<file path="config.mk">
export PLATFORM = sky130hd
export DESIGN_NAME = controlador_contador_ms
export DESIGN_NICKNAME = d
export VERILOG_FILES = /design/src/rtl/controlador_contador_ms.sv
export SDC_FILE = /design/constraint.sdc
export NUM_CORES = 1
export LEC_CHECK = 0
export CAP_MARGIN = 10
export CORE_MARGIN = 2
export CORE_UTILIZATION = 25
export DETAILED_ROUTE_END_ITERATION = 10
export PLACE_DENSITY = 0.4
export SYNTH_ARGS = -nofsm -noshare
export SYNTH_HDL_FRONTEND = slang
export SYNTH_SLANG_ARGS = --single-unit
</file>
<file path="constraint.sdc">
create_clock -name clk -period 3.7 [get_ports clk]
set_input_delay 0.37 -clock clk [delete_from_list [all_inputs] [get_ports clk]]
set_output_delay 0.37 -clock clk [all_outputs]
set_load 0.02 [all_outputs]
</file>
<file path="src/rtl/controlador_contador_ms.sv">
// Millisecond counter sequencer. A prescaler divides clk into 1 ms ticks
// while counting. A 16-bit count advances on each tick until it equals the
// loaded target, then the block reports completion with a one-cycle fin pulse.
module controlador_contador_ms #(
  parameter int CICLOS_POR_MS = 100000,
  parameter int ANCHO         = 16
) (
  input  logic             clk,
  input  logic             rst_n,
  input  logic             iniciar,
  input  logic             pausar,
  input  logic             limpiar,
  input  logic             cargar_meta,
  input  logic [ANCHO-1:0] meta,
  output logic [ANCHO-1:0] conteo,
  output logic             tick_ms,
  output logic             fin,
  output logic [1:0]       estado,
  output logic             ocupado
);

  localparam int PW = (CICLOS_POR_MS > 1) ? $clog2(CICLOS_POR_MS) : 1;

  typedef enum logic [1:0] {
    REPOSO   = 2'b00,
    CONTANDO = 2'b01,
    PAUSA    = 2'b10,
    FIN      = 2'b11
  } estado_t;

  estado_t         est, est_n;
  logic [PW-1:0]   pre, pre_n;
  logic [ANCHO-1:0] cnt_n, tgt, tgt_n, suma;
  logic            tick_n, fin_n;
  logic            cmd_ini, cmd_pau, wrap;

  // Commands resolved by priority: limpiar > cargar_meta > iniciar > pausar.
  // A lower command is masked whenever a higher one is present, even if the
  // higher one is itself ignored in the current state.
  assign cmd_ini = iniciar & ~limpiar & ~cargar_meta;
  assign cmd_pau = pausar  & ~limpiar & ~cargar_meta & ~iniciar;
  assign wrap    = (pre == PW'(CICLOS_POR_MS - 1));
  assign suma    = conteo + 1'b1;

  // State register plus datapath registers; tick_ms/fin are registered pulses.
  always_ff @(posedge clk) begin
    if (!rst_n) begin
      est     <= REPOSO;
      pre     <= '0;
      conteo  <= '0;
      tgt     <= '0;
      tick_ms <= 1'b0;
      fin     <= 1'b0;
    end else begin
      est     <= est_n;
      pre     <= pre_n;
      conteo  <= cnt_n;
      tgt     <= tgt_n;
      tick_ms <= tick_n;
      fin     <= fin_n;
    end
  end

  // Next-state and datapath update. Counting in CONTANDO happens on every
  // edge that is not a clear, including the edge where pausar is taken, so a
  // tick coinciding with the pause is not lost. Completion beats the pause.
  always_comb begin
    est_n  = est;
    pre_n  = pre;
    cnt_n  = conteo;
    tgt_n  = tgt;
    tick_n = 1'b0;
    fin_n  = 1'b0;
    if (limpiar) begin
      est_n = REPOSO;
      pre_n = '0;
      cnt_n = '0;
    end else begin
      if (cargar_meta && (est == REPOSO || est == FIN)) tgt_n = meta;
      case (est)
        REPOSO, FIN: begin
          if (cmd_ini) begin
            pre_n = '0;
            cnt_n = '0;
            if (tgt == '0) begin
              est_n = FIN;
              fin_n = 1'b1;
            end else begin
              est_n = CONTANDO;
            end
          end
        end
        CONTANDO: begin
          if (wrap) begin
            pre_n  = '0;
            tick_n = 1'b1;
            cnt_n  = suma;
          end else begin
            pre_n = PW'(pre + 1'b1);
          end
          if (wrap && suma == tgt) begin
            cnt_n = tgt;
            est_n = FIN;
            fin_n = 1'b1;
          end else if (cmd_pau) begin
            est_n = PAUSA;
          end
        end
        PAUSA: begin
          if (cmd_ini) est_n = CONTANDO;
        end
        default: est_n = REPOSO;
      endcase
    end
  end

  assign estado  = est;
  assign ocupado = (est == CONTANDO) || (est == PAUSA);

endmodule

</file>
Yosys cells after proc, flatten, opt, wreduce, memory -nomap -nowiden. Cells that the tools add are included.

Register bits after elaboration: 53. Latch bits: 0. Bits in writable memories: 0. Bits in read-only memories: 0. Input bits: 22. Output and inout port bits: 21. Logic and storage cells: 59. Memories: 0.

$add $sub $neg: 2. $mul: 0. Div/mod/pow operators: 0. $lt $le $gt $ge: 0. Equal/unequal tests: 9. Shifts and indexed selects: 0. Mux-type cells: 18. Bitwise logic cells: 10. Reduce and logical (&&, ||, !) cells: 14.

Operators with widths (number): $mux W16 (3); $mux W17 (2); $pmux W17 S2 (1); $pmux W16 S2 (1); $add A17 B1 Y17 const B (1); $eq A17 B17 Y1 const B (1); $add A16 B1 Y16 const B (1); $eq A16 B16 Y1 (1); $logic_not A16 Y1 (1); $mux W2 (5); $ne A3 B3 Y1 const B (2); $pmux W2 S3 (1); $reduce_and A3 Y1 (2); $and A1 B1 Y1 (5); $not A1 Y1 (5); $eq A2 B2 Y1 const B (2); $mux W1 (4); $ne A2 B2 Y1 const B (2); $reduce_and A2 Y1 (2); $reduce_or A2 Y1 (2); $reduce_or A3 Y1 (1); $eq A2 B1 Y1 const B (1); $logic_and A1 B1 Y1 (2); $logic_not A2 Y1 (1); other kinds (3) (4).

Longest topological paths before layout. Gate-level depths: netlist (run 1).

Depth in word-level cells: 7. Gate-level depth with buffers: 11. Gate-level depth less buffers: 9.

Worst setup path before layout (run 1). OpenSTA, ideal clock, no wires.

Path type: flip-flop to flip-flop. Start: register conteo[0]. End: register conteo[10]. Library setup time: 0.133 ns. Arrival time: 2.974 ns. Required time: 3.567 ns. Path slack: 0.593 ns. Cell stages (with the launch flop): 11. Buffers on the path: 3. Period minus slack after synthesis: 3.107 ns. Path through: dfxtp_1 -> clkbuf_1 -> nand4_1 -> or4_1 -> xnor2_1 -> a2111o_1 -> or4_4 -> buf_6 -> buf_6 -> a31oi_1 -> o22ai_1.

Cells in the longest elaborated chain, start to end: 5. Elaborated cells between the ends (all ways): 8. Those cells by class: 1 x add/sub; 2 x eq/ne; 3 x mux; 2 x reduce/logical.

RTL lines: start: declaration (line 15) `output logic [ANCHO-1:0] conteo,`; start signal: assignment (line 57) `conteo <= cnt_n;`; $add A16 B1 Y16 (*) (line 43) `assign suma = conteo + 1'b1;`; $eq A16 B16 Y1 (line 101) `if (wrap && suma == tgt) begin`; $logic_and A1 B1 Y1 (line 101); $ne A3 B3 Y1 (no source line) / $mux W16 (equally long branches); $reduce_and A3 Y1 (no source line) / $pmux W16 S2 (equally long branches).

Every way passes the cells marked *; elsewhere a longest branch is shown, timed or not. The select of a mux whose other input is x is not followed. A chain may end at the register's enable or synchronous reset.

Final worst setup path (run 1).
Start: register conteo[0]. End: register est[1], in the netlist estado[1].

Cells in the longest elaborated chain, start to end: 5. Elaborated cells between the ends (all ways): 7. Those cells by class: 1 x add/sub; 2 x eq/ne; 2 x mux; 2 x reduce/logical.

RTL lines: $add A16 B1 Y16 (*) (line 43); $eq A16 B16 Y1 (*) (line 101); $logic_and A1 B1 Y1 (*) (line 101); $ne A3 B3 Y1 (no source line) / $mux W2 (equally long branches); $reduce_and A3 Y1 (no source line) / $pmux W2 S3 (equally long branches); end signal: assignment (line 55) `est <= est_n;`; end: declaration (line 31) `estado_t est, est_n;`.

Every way passes the cells marked *; elsewhere a longest branch is shown, timed or not.

==> results of run 1 <==
[cell type report]
class	count	area, um^2
fill	1278	8220
multi-input combinational	294	1860
sequential	53	1060
timing repair buffer	49	473
tap	168	210
clock buffer	5	125
inverter	17	63.8
clock inverter	3	50.0
[worst register-to-register path, cell delays in order (launching register included)]
cell and delay, ns:
dfxtp_1 0.54, ha_1 0.54, nand4_1 0.18, nor2_1 0.21, nand3_1 0.11, a2111o_1 0.43
or4_4 0.73, and2_1 0.24, o221a_1 0.20
[through the flow]
step | util | total power [uW] | cells | worst slack, ns
detailed placement | 0.304 | 744 | 581 | 0.456
floorplan | - | 682 | 386 | 0.593
global route | 0.319 | 1350 | 589 | 0.195
finish | 0.319 | 1290 | 589 | 0.411
global placement | 0.304 | 745 | 581 | 0.550
CTS | 0.319 | 1310 | 589 | 0.437
[cells by family (layout without fill, tap and decap cells)]
group / Yosys count / in the layout / share of synthesized area
AO/OA/AOI/OAI: 77 / 77 / 0.174
XOR/XNOR: 35 / 35 / 0.0991
adder cells (fa/ha/maj): 4 / 4 / 0.0162
buffers and inverters: 39 / 74 / 0.0550
flip-flops: 53 / 53 / 0.343
multiplexers: 14 / 14 / 0.0453
AND/OR/NAND/NOR: 164 / 164 / 0.267
[state kept, by name, indices dropped and copies added (netlist names)]
name,count
pre,17
tgt,16
conteo,16
estado,2
tick_ms,1
fin,1
[metal layers]
layer / track usage / wire length [um] / up-vias
met5: 0 / 0 / -
met4: 0.0329 / 74 / 0
met3: 0.0285 / 324 / 7
met2: 0.229 / 4250 / 48
met1: 0.184 / 4090 / 1348
li1: - / - / 1433
[Yosys cell counts, drive strengths merged (2+ instances only)]
master,number
a21oi,7
a31oi,11
o21a,2
and3,7
inv,17
clkbuf,17
a21boi,18
nor2b,4
mux2i,14
nand3,11
buf,5
nor3,11
and4,2
or3,7
and2,4
a21o,2
xnor2,23
xor2,12
dfxtp,53
o311ai,2
nand2b,3
ha,4
nor2,42
o22ai,13
nand2,46
nor4,6
o21ai,8
nand4,13
o211ai,2
or4,3
[power by group]
group,switching [uW],leakage (uW),internal [uW]
clock,237,0.0000859,326
sequential,16.7,0.000429,581
combinational,65.6,0.000810,65.0
total,319,0.00132,972
[worst max-delay path by stage]
stage | from | to | slack, ns
finish | conteo[0] | estado[1] | 0.41
detailed placement | conteo[0] | estado[1] | 0.46
CTS | conteo[0] | estado[1] | 0.44
global placement | conteo[0] | estado[1] | 0.55
global route | conteo[0] | estado[1] | 0.19
floorplan | conteo[0] | conteo[10] | 0.59
==> reports/metrics.cfg, run 1 <==
[power]
peakVddDrop_v=0.000156
leakage_uw=0.00132
p_per_area_nw_per_um2=336

[drt]
via_count=2836
post_drt_wl_per_cell_um=14.8
firstDrtPassIters=4
antenna_left=0
wirelength_um=8750
first_iter_violations=121
drc=0
via_per_inst=4.81

[sta]
finalCritPeriodShare=0.889
max_slew.worst_pin.slew_ns=0.585
finalMaxSlewViolations=0
finClkSkew_ns=0.00817
finalHoldViolCount=0
max-slew-margin-rel=0.604
fmax_mhz=304
setup_viol=0
period_needed_ns=3.29
tns_ns=0
rsz0062_at_grt=false
timing.hold.ws_ns=0.506

[logic_synthesis]
yosysSeqAreaShare=0.343
ys.flop_type=dfxtp_1
synth_area_um2=3090
synth_fp_nets=412
yosys.area.top_type=dfxtp_1
synthArstFlopShare=0
ys_types=53
synth.avg_cell_area_um2=8.01
synth_edf_count=0
synthTopCellsByArea=dfxtp_1, xnor2_1, nand2_1, nor2_1, mux2i_1
yosysTopAreaCellShare=0.343
syn_inst=386
yosys_warnings=0
ys_ff_latch=53

[clocking]
cts_tree=yes
cts.htree.levels=2
post_cts_buffers=0
clk_pin_slew_ns=0.08
clock-root-buffer=clkbuf_16
cts_hold_buf=0
cts-resized-gates=0
clk_path_buf_depth=2
clkLatencyLatePin_ns=0.30
clock-sinks=53
cts_buffers=5

[setup_path]
reg2reg_depth=8
cp-start-kind=register
cp.depth=8
cp_cell_sequence=ha_1, nand4_1, nor2_1, nand3_1, a2111o_1, or4_4, and2_1, o221a_1
cp_max_fo=28
critPathRequiredTime_ns=3.89
crit_buf_inv=0
arrival_ns=3.48
rr_startpoint=conteo[0]
crit_family=simple AND/OR/NAND/NOR gates
slowest_stage=or4_4
slowest_delay_ns=0.73
r2r_setup_slack_ns=0.41
endpoint_kind=register
path_class=register to register
r2r_end=estado[1]

[floorplanning]
die_h_um=115
initial_core_util=0.256
die-area_um2=13300
die_w_um=115
core_area_um2=12100
pin_count=43
rows=40

[final_layout]
nets=446
design_area_um2=3840
syn2layout_area_growth_pct=24.3
mostFrequentLayoutCell=dfxtp_1
final_layout_size_suffix_gt1_frac=0.0499
antenna_cells=0
final_cell_mix=dfxtp_1, nand2_1, nor2_1, clkdlybuf4s50_1, xnor2_1

[grt]
grt_pass1_vias=2747
overflow=0
grt_pass1_wl_um=14400
grt_max_degree=29
antenna_found_initial=0
grt.total_usage=0.138

[worst_hold_path]
min_path_type=register to register
min_delay_path_depth=2
hp-start=tgt[1]
whs_endpoint=tgt[1]

[flow_run]
drv_cap=0

[status]
status=finished, final reports clean

[place]
place_area_um2=3670
hpwl_um=6620
port_buffers=42
place.gp.congestion=0.852

No activity file was read; power rests on OpenSTA's default activity.
==> run 2: changes to the inputs <==
- DONT_BUFFER_PORTS: default -> 1
- PLACE_DENSITY: 0.4 -> 0.35
==> run 2 against run 1 <==
  * Setup slack improved by 0.11 ns
  * Maximum frequency increased by 3.5%
  * Non-clock buffer count decreased by 31
  * Flip-flop and latch count unchanged
  * Via count decreased by 5.0%
  * First-iteration DRC count increased by 17%
  * Critical endpoint unchanged
  * Largest cell class unchanged
==> reports/metrics.cfg, run 2 (synthesis results as in run 1) <==
[clocking]
cts_hold_buf=0  ; unchanged
cts.htree.levels=2  ; unchanged
clk_path_buf_depth=2  ; unchanged
clkLatencyLatePin_ns=0.30  ; about the same
post_cts_buffers=0  ; unchanged
clock-root-buffer=clkbuf_16  ; unchanged
cts-resized-gates=0  ; unchanged
clk_pin_slew_ns=0.07  ; was 0.08 ns
clock-sinks=53  ; unchanged
cts_buffers=5  ; unchanged
cts_tree=yes  ; unchanged

[place]
port_buffers=0  ; was 42
hpwl_um=6780  ; was 6620 um
place_area_um2=3330  ; was 3670 um^2
place.gp.congestion=0.753  ; was 0.852

[setup_path]
cp-start-kind=register  ; unchanged
slowest_stage=or4_4  ; unchanged
cp_max_fo=28  ; unchanged
slowest_delay_ns=0.74  ; was 0.73 ns
path_class=register to register  ; unchanged
critPathRequiredTime_ns=3.89  ; about the same
arrival_ns=3.37  ; was 3.48 ns
cp_cell_sequence=nand4_1, or4_1, xnor2_1, a2111o_1, or4_4, and2_1, o221a_1  ; was ha_1, nand4_1, nor2_1, nand3_1, a2111o_1, or4_4, and2_1, o221a_1
crit_family=simple AND/OR/NAND/NOR gates  ; unchanged
endpoint_kind=register  ; unchanged
crit_buf_inv=0  ; unchanged
r2r_setup_slack_ns=0.52  ; was 0.41 ns

[drt]
drc=0  ; unchanged
firstDrtPassIters=4  ; unchanged
via_count=2693  ; was 2836
post_drt_wl_per_cell_um=16.4  ; was 14.8 um
via_per_inst=4.83  ; was 4.81
wirelength_um=9130  ; was 8750 um
first_iter_violations=142  ; was 121
antenna_left=0  ; unchanged

[floorplanning]
rows=40  ; unchanged
initial_core_util=0.256  ; unchanged
pin_count=43  ; unchanged
die-area_um2=13300  ; unchanged
die_w_um=115  ; unchanged
die_h_um=115  ; unchanged
core_area_um2=12100  ; unchanged

[sta]
period_needed_ns=3.18  ; was 3.29 ns
timing.hold.ws_ns=0.212  ; was 0.506 ns
max-slew-margin-rel=0.590  ; was 0.604
setup_viol=0  ; unchanged
fmax_mhz=315  ; was 304 MHz
finalMaxSlewViolations=0  ; unchanged
finalHoldViolCount=0  ; unchanged
tns_ns=0  ; unchanged
rsz0062_at_grt=false  ; unchanged
finClkSkew_ns=0.00717  ; was 0.00817 ns
finalCritPeriodShare=0.859  ; was 0.889
max_slew.worst_pin.slew_ns=0.606  ; was 0.585 ns

[final_layout]
largestRegisters=pre (17), conteo (16), tgt (16)  ; unchanged
antenna_cells=0  ; unchanged
design_area_um2=3500  ; was 3840 um^2
nets=415  ; was 446
mostFrequentLayoutCell=dfxtp_1  ; unchanged
fillCellCount=1320  ; was 1278
final_cell_mix=dfxtp_1, nand2_1, nor2_1, xnor2_1  ; was dfxtp_1, nand2_1, nor2_1, clkdlybuf4s50_1, xnor2_1
largest_register=pre  ; unchanged
final_util=0.290  ; was 0.319
final_layout_size_suffix_gt1_frac=0.0795  ; was 0.0499
largest_register_ffs=17  ; unchanged
syn2layout_area_growth_pct=13.3  ; was 24.3%

[grt]
use_met1=0.179  ; was 0.184
grtUsageMet2=0.240  ; was 0.229
grt_pass1_wl_um=14800  ; was 14400 um
grt_pass1_vias=2619  ; was 2747
grt.total_usage=0.145  ; was 0.138
antenna_found_initial=0  ; unchanged
grt.busiest_layer=met2  ; unchanged
gr-usage-met3=0.0453  ; was 0.0285
grt_max_degree=29  ; unchanged
overflow=0  ; unchanged

[power]
leakage_uw=0.00123  ; was 0.00132 uW
peakVddDrop_v=0.000158  ; was 0.000156 V
p_per_area_nw_per_um2=358  ; was 336 nW/um^2

[status]
status=finished, final reports clean  ; unchanged

[worst_hold_path]
min_path_type=input pin to register  ; was register to register

[flow_run]
drv_cap=0  ; unchanged

[run 2: changes by cell type in the layout (fill, tap and decap cells not counted), sizes merged]
| cell | previous run | this run |
|---|---|---|
| clkbuf | 5 | 7 |
| clkdlybuf4s50 | 42 | 0 |
| inv | 18 | 17 |
| buf | 7 | 18 |
| clkinv | 1 | 0 |
[run 2: per-stage QoR]
stage	setup slack [ns]	std cells	power, uW
after detailed placement	0.533	550	713
after CTS	0.512	558	1290
after global routing	0.377	558	1320
final	0.522	558	1260
after global placement	0.574	550	713
after floorplan	0.593	386	682
[run 2: final timing paths]
check / from / endpoint / depth (start not counted)
setup / recovery: conteo[11] / estado[1] / 7
hold / removal: meta[6] / tgt[6] / 2
setup reg to reg: conteo[11] / estado[1] / 7
hold reg to reg: tgt[0] / tgt[0] / 2
[run 2: cell type report]
| class | instances | area, um^2 | area share |
|---|---|---|---|
| Timing Repair Buffer | 18 | 135 | 0.0386 |
| Inverter | 17 | 63.8 | 0.0182 |
| Tap cell | 168 | 210 | 0.0600 |
| Sequential cell | 53 | 1060 | 0.303 |
| Clock inverter | 1 | 30.0 | 0.00857 |
| Multi-Input combinational cell | 294 | 1860 | 0.531 |
| Clock buffer | 7 | 143 | 0.0407 |
[run 2: routing by layer]
| layer | up-vias | part of all wire |
|---|---|---|
| li1 | 1373 | - |
| met1 | 1261 | 0.44 |
| met2 | 48 | 0.49 |
| met3 | 11 | 0.051 |
| met4 | 0 | 0.018 |
| met5 | - | 0 |
[run 2: where the power goes]
group | internal (uW) | leakage [uW] | switching (uW) | total, uW
Combinational | 40.9 | 0.000717 | 57.8 | 98.7
Clock | 339 | 0.0000841 | 218 | 557
Sequential | 581 | 0.000429 | 18.5 | 600
